$ cat src/rtl/control_gw_packet_arbiter.sv
// Packet-level round-robin arbiter for the AXI-Stream path into the control gateway
// bridge. The owner holds the output until its tlast beat is accepted; output is registered.

module control_gw_packet_arbiter_lane (
  input  logic grant,
  input  logic busy,
  input  logic slot_free,
  input  logic valid,
  output logic ready,
  output logic accept
);
  assign ready  = busy & grant & slot_free;
  assign accept = ready & valid;
endmodule

module control_gw_packet_arbiter #(
  parameter int NUM_REQ          = 4,
  parameter int AXIS_DATA_WIDTH  = 64,
  parameter int AXIS_KEEP_WIDTH  = 8,
  parameter int IP_PORT_WIDTH    = 16,
  parameter int IP_ADDRESS_WIDTH = 32
) (
  input  logic                                  i_clk,
  input  logic                                  i_ap_rst,
  input  logic [NUM_REQ-1:0]                    req_tvalid,
  output logic [NUM_REQ-1:0]                    req_tready,
  input  logic [NUM_REQ*AXIS_DATA_WIDTH-1:0]    req_tdata,
  input  logic [NUM_REQ*AXIS_KEEP_WIDTH-1:0]    req_tkeep,
  input  logic [NUM_REQ*IP_PORT_WIDTH-1:0]      req_tid,
  input  logic [NUM_REQ*IP_PORT_WIDTH-1:0]      req_tdest,
  input  logic [NUM_REQ*IP_ADDRESS_WIDTH-1:0]   req_tuser,
  input  logic [NUM_REQ-1:0]                    req_tlast,
  output logic                                  to_bridge_tvalid,
  output logic [AXIS_DATA_WIDTH-1:0]            to_bridge_tdata,
  output logic [AXIS_KEEP_WIDTH-1:0]            to_bridge_tkeep,
  output logic [IP_PORT_WIDTH-1:0]              to_bridge_tid,
  output logic [IP_PORT_WIDTH-1:0]              to_bridge_tdest,
  output logic [IP_ADDRESS_WIDTH-1:0]           to_bridge_tuser,
  output logic                                  to_bridge_tlast,
  input  logic                                  to_bridge_tready,
  output logic [NUM_REQ-1:0]                    o_grant,
  output logic                                  o_busy
);
  localparam int PTR_W = (NUM_REQ > 1) ? $clog2(NUM_REQ) : 1;

  typedef enum logic {IDLE, BUSY} state_t;

  state_t             state_q, state_d;
  logic [PTR_W-1:0]   ptr_q, ptr_d, gidx_q, gidx_d, pick;
  logic [NUM_REQ-1:0] grant_d, lane_accept;
  logic               any_valid, slot_free, accept;

  function automatic logic [PTR_W-1:0] wrap_add(logic [PTR_W-1:0] a, int b);
    int s = int'(a) + b;
    if (s >= NUM_REQ) s = s - NUM_REQ;
    return PTR_W'(s);
  endfunction

  // Walk the search order backwards so the highest-priority valid is written last.
  always_comb begin
    pick      = '0;
    any_valid = 1'b0;
    for (int i = NUM_REQ - 1; i >= 0; i--) begin
      if (req_tvalid[wrap_add(ptr_q, i)]) begin
        pick      = wrap_add(ptr_q, i);
        any_valid = 1'b1;
      end
    end
  end

  assign slot_free = !to_bridge_tvalid || to_bridge_tready;
  assign o_busy    = (state_q == BUSY);

  genvar k;
  generate
    for (k = 0; k < NUM_REQ; k++) begin : g_lane
      control_gw_packet_arbiter_lane u_lane (
        .grant     (o_grant[k]),
        .busy      (o_busy),
        .slot_free (slot_free),
        .valid     (req_tvalid[k]),
        .ready     (req_tready[k]),
        .accept    (lane_accept[k])
      );
    end
  endgenerate

  assign accept = |lane_accept;

  always_comb begin
    state_d = state_q;
    ptr_d   = ptr_q;
    gidx_d  = gidx_q;
    grant_d = o_grant;
    case (state_q)
      IDLE: if (any_valid) begin
        gidx_d  = pick;
        grant_d = NUM_REQ'(1) << pick;
        state_d = BUSY;
      end
      BUSY: if (accept && req_tlast[gidx_q]) begin
        state_d = IDLE;
        grant_d = '0;
        ptr_d   = wrap_add(gidx_q, 1);
      end
      default: state_d = IDLE;
    endcase
  end

  always_ff @(posedge i_clk) begin
    if (i_ap_rst) begin
      state_q <= IDLE;
      ptr_q   <= '0;
      gidx_q  <= '0;
      o_grant <= '0;
    end else begin
      state_q <= state_d;
      ptr_q   <= ptr_d;
      gidx_q  <= gidx_d;
      o_grant <= grant_d;
    end
  end

  // Output register: loads on accept, holds under backpressure, empties when drained.
  always_ff @(posedge i_clk) begin
    if (i_ap_rst) begin
      to_bridge_tvalid <= 1'b0;
      to_bridge_tdata  <= '0;
      to_bridge_tkeep  <= '0;
      to_bridge_tid    <= '0;
      to_bridge_tdest  <= '0;
      to_bridge_tuser  <= '0;
      to_bridge_tlast  <= 1'b0;
    end else if (accept) begin
      to_bridge_tvalid <= 1'b1;
      to_bridge_tdata  <= req_tdata[gidx_q*AXIS_DATA_WIDTH +: AXIS_DATA_WIDTH];
      to_bridge_tkeep  <= req_tkeep[gidx_q*AXIS_KEEP_WIDTH +: AXIS_KEEP_WIDTH];
      to_bridge_tid    <= req_tid[gidx_q*IP_PORT_WIDTH +: IP_PORT_WIDTH];
      to_bridge_tdest  <= req_tdest[gidx_q*IP_PORT_WIDTH +: IP_PORT_WIDTH];
      to_bridge_tuser  <= req_tuser[gidx_q*IP_ADDRESS_WIDTH +: IP_ADDRESS_WIDTH];
      to_bridge_tlast  <= req_tlast[gidx_q];
    end else if (to_bridge_tready) begin
      to_bridge_tvalid <= 1'b0;
    end
  end
endmodule

$ cat config.mk
export PLATFORM = sky130hd
export DESIGN_NAME = control_gw_packet_arbiter
export DESIGN_NICKNAME = d
export VERILOG_FILES = /design/src/rtl/control_gw_packet_arbiter.sv
export SDC_FILE = /design/constraint.sdc
export NUM_CORES = 1
export LEC_CHECK = 0
export CORE_AREA = 10 10 262 264
export DETAILED_ROUTE_END_ITERATION = 8
export DIE_AREA = 0 0 272 274
export PLACE_DENSITY_LB_ADDON = 0.15
export SYNTH_ARGS = -nofsm -noshare
export SYNTH_HDL_FRONTEND = slang
export SYNTH_HIERARCHICAL = 1
export SYNTH_SLANG_ARGS = --single-unit
$ cat constraint.sdc
create_clock -name i_clk -period 2.94 [get_ports i_clk]
set_clock_uncertainty 0.2 [all_clocks]
set_input_delay 0.735 -clock i_clk [delete_from_list [all_inputs] [get_ports i_clk]]
set_output_delay 0.735 -clock i_clk [all_outputs]
set_load 0.02 [all_outputs]
# After elaboration in Yosys (flattened, before gate mapping)
# Cells that the tools add are included.
[word_totals] latchBits=0 ram_bits=0 regBits=147 rom_bits=0 mem_count=0 input_bits=555 word_cells=90 out_inout_bits=147
[op_classes] div=0 multipliers=0 n_reduce_logical=8 n_lt_le_gt_ge=10 n_mux=31 bitwise_logic=13 shift=6 addsub=9 n_eq_ne=2
[op_table] operator="$shiftx 256x9->64" count=1
[op_table] operator="$shiftx 128x8->32" count=1
[op_table] operator="$shiftx 64x7->16" count=2
[op_table] operator="$shiftx 32x6->8" count=1
[op_table] operator="$mux 2" count=9
[op_table] operator="$lt 2x3->1 const B" count=5
[op_table] operator="$mux 1" count=13
[op_table] operator="$and 1x1->1" count=12
[op_table] operator="$ge 3x3->1 const B" count=4
[op_table] operator="$bmux 1 s2" count=5
[op_table] operator="$sub 2x1->2 const B" count=5
[op_table] operator="$mux 4" count=2
[op_table] operator="$pmux 4 s2" count=1
[op_table] operator="$add 2x1->3 const B" count=2
[op_table] operator="$add 2x2->3 const B" count=2
[op_table] operator="$reduce_and 2->1" count=3
[op_table] operator="$reduce_or 4->1" count=1
[op_table] operator="$shl 1x2->4 const A" count=1
[op_table] operator="$ge 2x3->1 const B" count=1
[op_table] operator="$ne 2x1->1 const B" count=1
[op_table] operator="$ne 2x2->1 const B" count=1
[op_table] operator="$pmux 1 s2" count=1
[op_table] operator="$reduce_bool 2->1" count=1
[op_table] operator="$logic_and 1x1->1" count=1
[op_table] operator="other kinds (3)" count=3

# Longest topological paths before layout
[logic_depth] word_depth=12 depth_mapped=7 mapped_depth_nobuf=6

# By module
# The synthesis kept the hierarchy.
[modules_own_cells] mod="control_gw_packet_arbiter" cells_each=814 seq_area_each_um2=2942.8 area_per_inst_um2=8439.3 n_inst=1
[modules_own_cells] mod="control_gw_packet_arbiter_lane" cells_each=2 seq_area_each_um2=0.0 area_per_inst_um2=16.3 n_inst=4

# Worst setup path after synthesis
# OpenSTA, ideal clock, no wires.
[synth_path] path_kind="input to register" from="input port to_bridge_tready" to="register to_bridge_tdata[39]" setup_ps=132 path_slack_ps=390 path_buffers=2 t_arrival_ps=2218 required_ps=2608 cell_stages=7 cell_sequence="nand2b_1 > and4_1 > or4_1 > buf_2 > buf_1 > nand2_1 > a21oi_1"
[synth_via] elab_chain_cells=4
[synth_rtl] element="start, declared" line_no="40" rtl="input logic to_bridge_tready,"
[synth_rtl] element="$logic_or 1x1->1" line_no="71" rtl="assign slot_free = !to_bridge_tvalid || to_bridge_tready;"
[synth_rtl] element="$and 1x1->1" line_no="12" rtl="assign ready = busy & grant & slot_free;"
[synth_rtl] element="$and 1x1->1" line_no="13" rtl="assign accept = ready & valid;"
[synth_rtl] element="via lane_accept[1]" line_no="50" rtl="logic [NUM_REQ-1:0] grant_d, lane_accept;"
[synth_rtl] element="$reduce_or 4->1" line_no="88" rtl="assign accept = |lane_accept;"
[synth_rtl] element="end signal, assigned" line_no="136" rtl="to_bridge_tdata <= req_tdata[gidx_q*AXIS_DATA_WIDTH +: AXIS_DATA_WIDTH];"
[synth_rtl] element="end, declared" line_no="34" rtl="output logic [AXIS_DATA_WIDTH-1:0] to_bridge_tdata,"
# The timed path passes the listed nets, and every way through them passes these cells.
# A chain may end at the register's enable or synchronous reset.

# Final worst setup path
[layout_path] from="input port to_bridge_tready" to="output port req_tready[0]"
[layout_via] elab_chain_cells=2
[layout_rtl] element="$logic_or 1x1->1" line_no="71"
[layout_rtl] element="via slot_free" line_no="51" rtl="logic any_valid, slot_free, accept;"
[layout_rtl] element="$and 1x1->1" line_no="12"
[layout_rtl] element="end, declared" line_no="26" rtl="output logic [NUM_REQ-1:0] req_tready,"
# The timed path passes the listed nets, and every way through them passes these cells.

==> results.sh <==
export IMPL_tightest_slew_ns=0.5092
export IMPL_post_drt_wl_per_cell_um=21.69
export IMPL_cap_violations=0
export IMPL_nNetsFinal=2071
export IMPL_drive_gt1_share_pct=15.05
export IMPL_track_usage_pct=13.30
export IMPL_synth_distinct_cells=31
export IMPL_routed_via_density=3.947
export IMPL_grt_pass1_wl_mm=72.79
export IMPL_multi_input_area_um2=5156
export IMPL_worstPathMaxFanout=5
export IMPL_numCtsBuffers=17
export IMPL_syn_avg_cell_area_um2=10.35
export IMPL_core_um2=63650
export IMPL_drt_first_iter_violations=302
export IMPL_post_route_min_period_ns=2.847
export IMPL_synth_ff_type="dfxtp_1"
export IMPL_grt_overflow_total=0
export IMPL_fin_crit_sh_pct=96.83
export IMPL_seq_area_um2=2950
export IMPL_cts_tree="built"
export IMPL_fillers=6749
export IMPL_post_place_ws_ns=-0.1912
export IMPL_r2r_start="to_bridge_tvalid$_SDFFE_PP0P_"
export IMPL_slew_viol_final=0
export IMPL_cp_arrival_ns=1.91
export IMPL_hold_start="to_bridge_tdest[7]$_SDFFE_PP0P_"
export IMPL_status="complete, no violations"
export IMPL_die_w_um=272
export IMPL_routed_wl_mm=51.70
export IMPL_synthTopCellsByCount="nand2_1, dfxtp_1, a21oi_1, mux4_2, buf_2"
export IMPL_clock_latency_ns=0.47
export IMPL_grt_pass1_vias=10278
export IMPL_syn_nets=1377
export IMPL_netlist_area_um2=8504
export IMPL_grt_start_max_net_pins=74
export IMPL_holdCritPathClass="reg2reg"
export IMPL_cts_sinks=147
export IMPL_synth_edf_count=0
export IMPL_crit_slowest_cell="clkdlybuf4s50_1"
export IMPL_fin_setup_tns_ns=0
export IMPL_fp_row_count=93
export IMPL_final_util_pct=27.26
export IMPL_cp_cell_sequence="clkdlybuf4s50_1 > nand2b_1 > and3_2 > dlygate4sd2_1"
export IMPL_clk_pin_slew_ns=0.06
export IMPL_yosysTopAreaCellShare_pct=36.28
export IMPL_antenna_found_initial=6
export IMPL_slowest_delay_ns=0.45
export IMPL_antenna_left=0
export IMPL_synth_seq_area_share_pct=34.60
export IMPL_total_power_mw=6.398
export IMPL_start_util_pct=13.36
export IMPL_hold_path_depth=2
export IMPL_drt_pass1_iter_count=4
export IMPL_finalHoldViolations=0
export IMPL_htreeDepth=4
export IMPL_portBuffers=701
export IMPL_endpoint_kind="output pin"
export IMPL_worstSetupPathType="in2out"
export IMPL_holdPathEnd="to_bridge_tdest[7]$_SDFFE_PP0P_"
export IMPL_setup_ws_ns=0.09319
export IMPL_globalplace_congestion=0.8035
export IMPL_netlist_instances=822
export IMPL_slew_headroom_pct=66.05
export IMPL_area_delta_synth_final_pct=104.0
export IMPL_num_io_pins=702
export IMPL_required_ns=2.01
export IMPL_dp_hpwl_mm=43.36
export IMPL_ys_ff_latch=147
export IMPL_finalSetupViolCount=0
export IMPL_yosysTopAreaCell="mux4_2"
export IMPL_r2r_slack_ns=0.67
export IMPL_vias=9410
export IMPL_rsz0062_at_grt="no"
export IMPL_startpoint_type="input pin"
export IMPL_hold_buffers=0
export IMPL_timing_rr_end="o_grant[3]$_SDFFE_PP0P_"
export IMPL_p_leak_nw=5.667
export IMPL_ys_top_cells_by_area="mux4_2, dfxtp_1, nand2_1, a21oi_1, buf_2"
export IMPL_yosys_warnings=6
export IMPL_ir_drop_mv=0.4210
export IMPL_cts_root_buf="clkbuf_16"
export IMPL_yosys_cell_count_top_type="nand2_1"
export IMPL_dieArea_um2=74530
export IMPL_synthArstFlopShare_pct=0
export IMPL_clk_path_buf_depth=2
export IMPL_fmax_ghz=0.3513
export IMPL_die_y_um=274
export IMPL_drc_errors=0
export IMPL_ff2ff_path_depth=7
export IMPL_powerDensity_nw_per_um2=368.8
-- metrics by stage --
stage	hold slack, ns	instance area, um^2	instances
3_3_place_gp	0.2381	16720	2352
4_1_cts	0.2514	17350	2383
2_1_floorplan	0.2446	8504	822
3_5_place_dp	0.2420	16720	2352
5_1_grt	0.2670	17350	2383
6_report	0.2477	17350	2384
-- worst max-delay path by stage --
stage	startpoint	cells past startpoint	endpoint	slack [ns]
floorplan	to_bridge_tready	7	to_bridge_tdata[39]$_SDFFE_PP0P_	0.39
finish	to_bridge_tready	4	req_tready[0]	0.09
detailed placement	to_bridge_tready	8	o_grant[3]$_SDFFE_PP0P_	-0.19
CTS	to_bridge_tready	4	req_tready[0]	0.09
global route	to_bridge_tready	4	req_tready[0]	0.04
global placement	to_bridge_tready	9	ptr_q[1]$_SDFFE_PP0P_	-0.21
-- placed cells by master, fill, tap and decap left out, types with 2 or more instances in the layout --
cell type,n
a21oi_1,143
a32o_1,4
and3_2,4
and4_1,4
buf_12,11
buf_4,40
bufinv_16,4
clkbuf_1,2
clkbuf_16,18
clkdlybuf4s50_1,696
clkinv_4,2
clkinvlp_4,2
dfxtp_1,145
dfxtp_4,2
dlygate4sd2_1,4
inv_6,2
mux4_2,137
nand2_1,275
nand2b_1,4
nor2_1,4
nor2b_1,3
nor3_1,2
o21ai_0,2
or2_2,2
-- logic make-up (layout without fill, tap and decap cells) --
kind of cell | count (synthesis) | after routing | share of synthesized area (%)
simple gates | 304 | 304 | 14.51
compound gates | 154 | 154 | 9.504
flops | 147 | 147 | 34.60
mux | 138 | 138 | 36.40
buf+inv | 78 | 784 | 4.884
xor+xnor | 1 | 1 | 0.1030
other cells | 0 | 1 | 0
-- what timing repair did --
| item | in CTS | in global routing |
|---|---|---|
| gates resized for setup | 4 | 0 |
| hold endpoints to repair | 0 | 0 |
| setup buffers | 0 | 0 |
| endpoints found under the setup margin | 4 | 0 |
-- layer usage --
layer	GRT usage [%]	vias to the layer above	part of all wire, %
met1	14.22	4574	38
met2	24.11	379	53
met4	3.275	10	1.1
met3	5.297	33	8.1
li1	-	4414	-
met5	0	-	0.12
-- power by group --
group	internal (mW)	switching [mW]	leakage, nW
Combinational	1.17	0.661	4.17
Clock	1.47	0.961	0.302
Sequential	2.08	0.0585	1.19
-- critical path: cells and delay by family --
family,cells,cell delay (ns)
AND/OR/NAND/NOR,2,0.35
buffers and inverters,2,0.82
-- area by class of cell --
| type | instances | area share (%) |
|---|---|---|
| multi-input combinational | 597 | 29.72 |
| tap | 855 | 6.166 |
| sequential | 147 | 17.01 |
| clock buffer | 20 | 2.640 |
| timing repair buffer | 752 | 43.42 |
| antenna | 1 | 0.01442 |
| clock inverter | 11 | 1.010 |
| inverter | 1 | 0.02164 |
-- flip-flops by register name, indices dropped and copies added, names as in the netlist --
signal,cells
to_bridge_tdest,16
gidx_q,2
to_bridge_tkeep,8
o_grant,4
to_bridge_tuser,32
to_bridge_tlast,1
to_bridge_tvalid,1
to_bridge_tid,16
ptr_q,2
o_busy,1
to_bridge_tdata,64
No activity file was read; power rests on OpenSTA's default activity.
